**config.mk**
```make
export PLATFORM = sky130hd
export DESIGN_NAME = br_pred_btb_lru
export DESIGN_NICKNAME = d
export VERILOG_FILES = /design/src/rtl/br_pred_btb_lru.sv
export SDC_FILE = /design/constraint.sdc
export NUM_CORES = 2
export LEC_CHECK = 0
export CORE_MARGIN = 3
export CORE_UTILIZATION = 30
export CTS_BUF_LIST = sky130_fd_sc_hd__clkbuf_2 sky130_fd_sc_hd__clkbuf_4 sky130_fd_sc_hd__clkbuf_8
export DETAILED_ROUTE_END_ITERATION = 7
export PLACE_DENSITY = 0.46
export SLEW_MARGIN = 20
export SYNTH_ARGS = -nofsm -noshare
export SYNTH_HDL_FRONTEND = slang
export SYNTH_SLANG_ARGS = --single-unit
```
**constraint.sdc**
```tcl
create_clock -name clk -period 16.8 [get_ports clk]
set_clock_uncertainty 0.1 [all_clocks]
set_input_delay 2.52 -clock clk [delete_from_list [all_inputs] [get_ports clk]]
set_output_delay 2.52 -clock clk [all_outputs]
set_load 0.01 [all_outputs]
```
**src/rtl/br_pred_btb_lru.sv**
```systemverilog
// Fully-associative BTB with 2-bit direction counters and true-LRU replacement.
// Optional same-cycle update-to-lookup bypass: define BR_PRED_BTB_BYPASS_EN.
module br_pred_btb_lru #(
  parameter  int ENTRIES = 8,
  localparam int AW      = $clog2(ENTRIES)
) (
  input  logic        clk,
  input  logic        rst,
  input  logic        flush,
  input  logic        lk_valid,
  input  logic [31:0] lk_pc,
  output logic        lk_hit,
  output logic        lk_taken,
  output logic [31:0] lk_target,
  input  logic        upd_valid,
  input  logic [31:0] upd_pc,
  input  logic        upd_taken,
  input  logic [31:0] upd_target
);

  logic          valid [ENTRIES];
  logic [31:0]   tag   [ENTRIES];
  logic [31:0]   tgt   [ENTRIES];
  logic [1:0]    ctr   [ENTRIES];
  logic [AW-1:0] age   [ENTRIES];

  logic          lk_found;
  logic [AW-1:0] lk_idx;
  logic          upd_found;
  logic [AW-1:0] upd_idx;
  logic          inv_found;
  logic [AW-1:0] inv_idx;
  logic [AW-1:0] lru_idx;
  logic [AW-1:0] wr_idx;
  logic          wr_en;
  logic [1:0]    new_ctr;
  logic [31:0]   new_tgt;
  logic [31:0]   seq_pc;

  assign seq_pc = lk_pc + 32'd4;

  // Descending scans so the lowest matching index is the one kept.
  always_comb begin
    lk_found  = 1'b0;
    lk_idx    = '0;
    upd_found = 1'b0;
    upd_idx   = '0;
    inv_found = 1'b0;
    inv_idx   = '0;
    lru_idx   = '0;
    for (int i = ENTRIES - 1; i >= 0; i--) begin
      if (valid[i] && tag[i] == lk_pc) begin
        lk_found = 1'b1;
        lk_idx   = AW'(i);
      end
      if (valid[i] && tag[i] == upd_pc) begin
        upd_found = 1'b1;
        upd_idx   = AW'(i);
      end
      if (!valid[i]) begin
        inv_found = 1'b1;
        inv_idx   = AW'(i);
      end
      if (age[i] == AW'(ENTRIES - 1))
        lru_idx = AW'(i);
    end
  end

  always_comb begin
    wr_en   = upd_valid && (upd_found || upd_taken);
    wr_idx  = upd_found ? upd_idx : (inv_found ? inv_idx : lru_idx);
    new_ctr = 2'b10;
    new_tgt = upd_target;
    if (upd_found) begin
      new_ctr = ctr[upd_idx];
      if (upd_taken && ctr[upd_idx] != 2'b11)
        new_ctr = ctr[upd_idx] + 2'd1;
      else if (!upd_taken && ctr[upd_idx] != 2'b00)
        new_ctr = ctr[upd_idx] - 2'd1;
      if (!upd_taken)
        new_tgt = tgt[upd_idx];
    end
  end

  always_comb begin
    lk_hit    = 1'b0;
    lk_taken  = 1'b0;
    lk_target = seq_pc;
    if (lk_valid && !rst) begin
`ifdef BR_PRED_BTB_BYPASS_EN
      if (wr_en && !flush && upd_pc == lk_pc) begin
        lk_hit   = 1'b1;
        lk_taken = new_ctr[1];
        if (new_ctr[1])
          lk_target = new_tgt;
      end else
`endif
      if (lk_found) begin
        lk_hit   = 1'b1;
        lk_taken = ctr[lk_idx][1];
        if (ctr[lk_idx][1])
          lk_target = tgt[lk_idx];
      end
    end
  end

  always_ff @(posedge clk) begin
    if (rst) begin
      for (int i = 0; i < ENTRIES; i++) begin
        valid[i] <= 1'b0;
        tag[i]   <= '0;
        tgt[i]   <= '0;
        ctr[i]   <= 2'b01;
        age[i]   <= AW'(i);
      end
    end else if (flush) begin
      for (int i = 0; i < ENTRIES; i++) begin
        valid[i] <= 1'b0;
        age[i]   <= AW'(i);
      end
    end else if (wr_en) begin
      for (int i = 0; i < ENTRIES; i++) begin
        if (AW'(i) == wr_idx)
          age[i] <= '0;
        else if (age[i] < age[wr_idx])
          age[i] <= age[i] + AW'(1);
      end
      valid[wr_idx] <= 1'b1;
      tag[wr_idx]   <= upd_pc;
      tgt[wr_idx]   <= new_tgt;
      ctr[wr_idx]   <= new_ctr;
    end
  end

endmodule
```
# Yosys cells after proc, flatten, opt, wreduce, memory -nomap -nowiden
# Memories as Yosys holds them, arrays and structs flattened.
# Index checks and enable logic that the tools add are counted.
[word_totals] output_inout_bits=34 mem_count=5 ramBits=560 input_bits=102 word_cells=328 register_bits=0
[op_classes] muxes=211 addsub=11 eq_ne=32 magnitude_cmp=8 bitwise=32 n_reduce_logical=29
[mem_list] memory="tag" depth=8 width=32 rd=8 rd_ports_with_merged_regs=0 write_ports=8 line_no="22" source="logic [31:0] tag [ENTRIES];"
[mem_list] memory="tgt" depth=8 width=32 rd=2 rd_ports_with_merged_regs=0 write_ports=8 line_no="23" source="logic [31:0] tgt [ENTRIES];"
[mem_list] memory="age" depth=8 width=3 rd=9 rd_ports_with_merged_regs=0 write_ports=8 line_no="25" source="logic [AW-1:0] age [ENTRIES];"
[mem_list] memory="ctr" depth=8 width=2 rd=2 rd_ports_with_merged_regs=0 write_ports=8 line_no="24" source="logic [1:0] ctr [ENTRIES];"
[mem_list] memory="valid" depth=8 width=1 rd=8 rd_ports_with_merged_regs=0 write_ports=8 line_no="21" source="logic valid [ENTRIES];"
[op_table] op="$eq A32 B32 Y1" count=16
[op_table] op="$mux W32" count=7
[op_table] op="$mux W3" count=62
[op_table] op="$mux W1" count=138
[op_table] op="$reduce_or A32 Y1" count=2
[op_table] op="$add A32 B3 Y32 const B" count=1
[op_table] op="$or A1 B1 Y1" count=32
[op_table] op="$add A3 B1 Y3 const B" count=8
[op_table] op="$eq A3 B3 Y1 const B" count=8
[op_table] op="$lt A3 B3 Y1" count=8
[op_table] op="$logic_and A1 B1 Y1" count=20
[op_table] op="$eq A3 B3 Y1 const A" count=4
[op_table] op="$mux W2" count=4
[op_table] op="$eq A2 B3 Y1 const A" count=2
[op_table] op="$eq A1 B3 Y1 const A" count=1
[op_table] op="$logic_not A3 Y1" count=1
[op_table] op="$add A2 B1 Y2 const B" count=1
[op_table] op="$logic_not A1 Y1" count=2
[op_table] op="$ne A2 B2 Y1 const B" count=1
[op_table] op="$reduce_bool A2 Y1" count=1
[op_table] op="$reduce_or A2 Y1" count=1
[op_table] op="$sub A2 B1 Y2 const B" count=1
[op_table] op="$logic_or A1 B1 Y1" count=1
[op_table] op="$reduce_or A1 Y1" count=1

# Longest topological paths before layout
# An unclocked memory read counts as a cell.
[depth] depth_word=20 depth_mapped=19 depth_no_buf=17

# Worst setup path before layout
# OpenSTA, ideal clock, no wires.
[synth_timing] path_type="in2reg" start="input upd_pc[18]" end="memory age[7][0] in the netlist's numbering, enable pin" path_buffers=4 required_ns=16.384 cell_stages=16 setup_time_ns=0.316 path_slack_ns=7.772 arrival_ns=8.612 cell_sequence="buf_2 -> xnor2_1 -> nand2_1 -> or4b_1 -> or4_1 -> buf_2 -> nand4_1 -> or4_1 -> buf_2 -> a21boi_2 -> buf_2 -> nand2_1 -> o21bai_1 -> nor2_1 -> nand2_1 -> a2bb2oi_2"
[synth_lines] item="start: declaration" line_no="16" source="input logic [31:0] upd_pc,"
[synth_lines] item="end: declaration" line_no="25"

# Final worst setup path
[layout_timing] start="input lk_pc[27]" end="output lk_target[8]"
[layout_between] elab_chain_cells=14 word_cells_on_any_way=37 classes_between="eq/ne (8); mux (19); reduce/logical (8); memory (2)"
[layout_lines] item="start: declaration" line_no="11" source="input logic [31:0] lk_pc,"
[layout_lines] item="$eq A32 B32 Y1" line_no="52" source="if (valid[i] && tag[i] == lk_pc) begin"
[layout_lines] item="$logic_and A1 B1 Y1" line_no="52"
[layout_lines] item="$mux W3 (8 in a row)" line_no="52"
[layout_lines] item="$mem_v2 Z8 W32 or $mem_v2 Z8 W2 (tied branches)"
[layout_lines] item="$mux W32" line_no="101" source="if (ctr[lk_idx][1])"
[layout_lines] item="$mux W32 (*)" line_no="98" source="if (lk_found) begin"
[layout_lines] item="$mux W32 (*)" line_no="89" source="if (lk_valid && !rst) begin"
[layout_lines] item="end: declaration" line_no="14" source="output logic [31:0] lk_target,"
# Mark *: on every way between the ends. The rest lies on a longest branch, timed or not.

==> flow_summary.ini <==
[clock_tree]
post_cts_resized = 0
cts_hold_buf = 0
numCtsBuffers = 102
cts.htree.levels = 3
path_clk_slew_ns = 0.06
clk_latency_ns = 0.78
cts_sinks = 560
postCtsSetupRepairBufs = 0
cts-root-buf = clkbuf_8
cts_tree = yes
clockBufferDepth = 3

[sta]
finalSetupViolCount = 0
rsz0062_at_grt = false
period_needed_ns = 11.59
fmax_mhz = 86.3
tns_ns = 0
drv_slew = 0
worst_slew_pin_slew_ns = 1.18
max_slew_margin_pct = 21.4
final-hold-violation-count = 0
post-route-period-util_pct = 69.0

[power_and_ir_drop]
internal_power_uw = 2470
max-vdd-ir-drop_mv = 0.0474
switching_share_pct = 28.2
p_sw_uw = 971
power.density_nw_per_um2 = 86.4
clkPwrFrac_pct = 40.2
p_comb_share_pct = 12.4
p_leak_uw = 0.0145
seq_power_share_pct = 47.4
fin_total_pwr_uw = 3440

[setup_path]
required_ns = 14.18
cp-start-kind = input pin
critPathMaxFanout = 62
path_class = in -> out
crit_arrival_ns = 8.97
end_kind = output pin

[floorplanning]
io_pins = 136
initial_core_util_pct = 30.3
fp.dieArea_um2 = 120000
core_area_um2 = 115000
die_h_um = 346
rows = 124
fp.dieW_um = 346

[routing]
dr.first_iter.drc_count = 2680
routedWlPerCell_um = 29.5
finalWirelength_mm = 142
drc = 0
ant_nets = 0
first_pass_iters = 6
via_count = 25900
viasPerCell = 5.39

[grt]
antenna_found_initial = 13
grt_pass1_wl_mm = 199
grt_pass1_vias = 26200
overflow = 0
grt_max_degree = 129
grt_use_total_pct = 23.3

[run]
cap_violations = 0

[place]
gp_congestion = 0.933
hpwl_mm = 88.9
post-place-cells = 4610
port_buffers = 135

[final_layout]
final_nets = 3331
final_cell_mix = edfxtp_1 (552), xor2_1 (315), nor2_1 (312)
fillCellCount = 11600
fin_util_pct = 34.8
syn_to_final_growth_pct = 15.1
layout-drive-gt1-share_pct = 12.7
mostFrequentLayoutCell = edfxtp_1
fin_cells = 4803

[synth]
syn-instance-count = 3087
syn_area_per_cell_um2 = 11.2
synth_top_flop_cell = edfxtp_1
synth_edf_count = 552
synth_seq_cells = 560
synth_nets = 3216
seq_area_frac_synth_pct = 48.3
ys_types = 78
syn_area_um2 = 34600
yosysWarnings = 0
async_flop_share_pct = 0

[hold_path]
hp-class = reg -> reg

[outcome]
status = completed
[power by group through the flow]
stage | Sequential (µW) | Clock (µW) | Combinational (µW)
after floorplan | 1650 | 0 | 240
after global placement | 1660 | 0 | 426
after detailed placement | 1660 | 0 | 421
after CTS | 1630 | 1410 | 423
after global routing | 1640 | 1480 | 451
final | 1630 | 1380 | 428
[synthesized netlist by cell type (all sizes together) (14+ instances only)]
master,count,area [µm²]
a21oi,17,96.4
and2,204,1280
and3,75,469
buf,148,776
clkbuf,82,308
edfxtp,552,16600
ha,27,338
inv,31,116
mux2,39,439
mux2i,258,2580
mux4,60,1350
nand2,173,649
nand2b,16,100
nand3,37,190
nand4,98,613
nand4b,14,123
nor2,315,1180
nor3,30,150
nor4,131,820
o21ai,87,447
or4,26,195
xnor2,223,1950
xor2,315,2760
[worst max-delay path, cell delays in order]
cell	delay (ns)
clkdlybuf4s50_1	1.15
xor2_1	0.25
nor4_1	0.30
nand4_1	0.12
nor4_1	0.93
or2b_1	0.21
nand3_2	0.11
a31oi_4	0.25
buf_4	0.91
mux4_2	0.40
nand2_1	0.09
a21oi_4	0.24
buf_4	0.54
mux2i_1	0.32
clkdlybuf4s50_1	0.58
[metrics by stage]
stage          area, µm²  hold WS, ns  setup WS (ns)
3_3_place_gp       37800        0.470           5.29
5_1_grt            39900        0.508           5.12
4_1_cts            39800        0.492           5.25
3_5_place_dp       37800        0.483           5.28
2_1_floorplan      34600        0.374           7.77
6_report           39900        0.496           5.21
[layer usage]
| layer | wire length (µm) | GRT usage, % |
|---|---|---|
| met3 | 10800 | 4.60 |
| met1 | 62100 | 31.7 |
| met5 | 0 | 0 |
| met2 | 63600 | 36.5 |
| met4 | 5380 | 8.88 |
[sequential cells by signal, indices dropped and copies added, names as in the netlist]
| name | flops |
|---|---|
| tgt | 256 |
| tag | 256 |
| ctr | 16 |
| valid | 8 |
| age | 24 |
[path summary, 6_finish.rpt]
| check | depth (start not counted) | slack [ns] | to | start |
|---|---|---|---|---|
| hold / removal | 2 | 0.50 | valid[7] | valid[7] |
| setup reg to reg | 12 | 10.65 | tag[5][0] | tag[2][27] |
| setup / recovery | 15 | 5.21 | lk_target[8] | lk_pc[27] |
| hold reg to reg | 2 | 0.50 | valid[7] | valid[7] |
[area by class of cell]
| cell class | instances | area (µm²) | area share (%) |
|---|---|---|---|
| diodes | 9 | 22.5 | 0.0565 |
| clock buffers | 139 | 1700 | 4.26 |
| clock inverters | 45 | 375 | 0.941 |
| inverters | 32 | 120 | 0.301 |
| multi-input cells | 2265 | 16900 | 42.3 |
| flip-flops and latches | 560 | 16700 | 42.0 |
| well taps | 1512 | 1890 | 4.74 |
| repair buffers | 241 | 2160 | 5.42 |
[cell families after synthesis]
group,count (synthesis),share of synthesized area (%)
compound gates,173,3.25
xor+xnor,538,13.6
fa+ha+maj,27,0.975
buf+inv,262,3.47
flops,560,48.3
mux,357,12.6
simple gates,1170,17.8
Note: power is estimated with default switching activity, not from simulation.
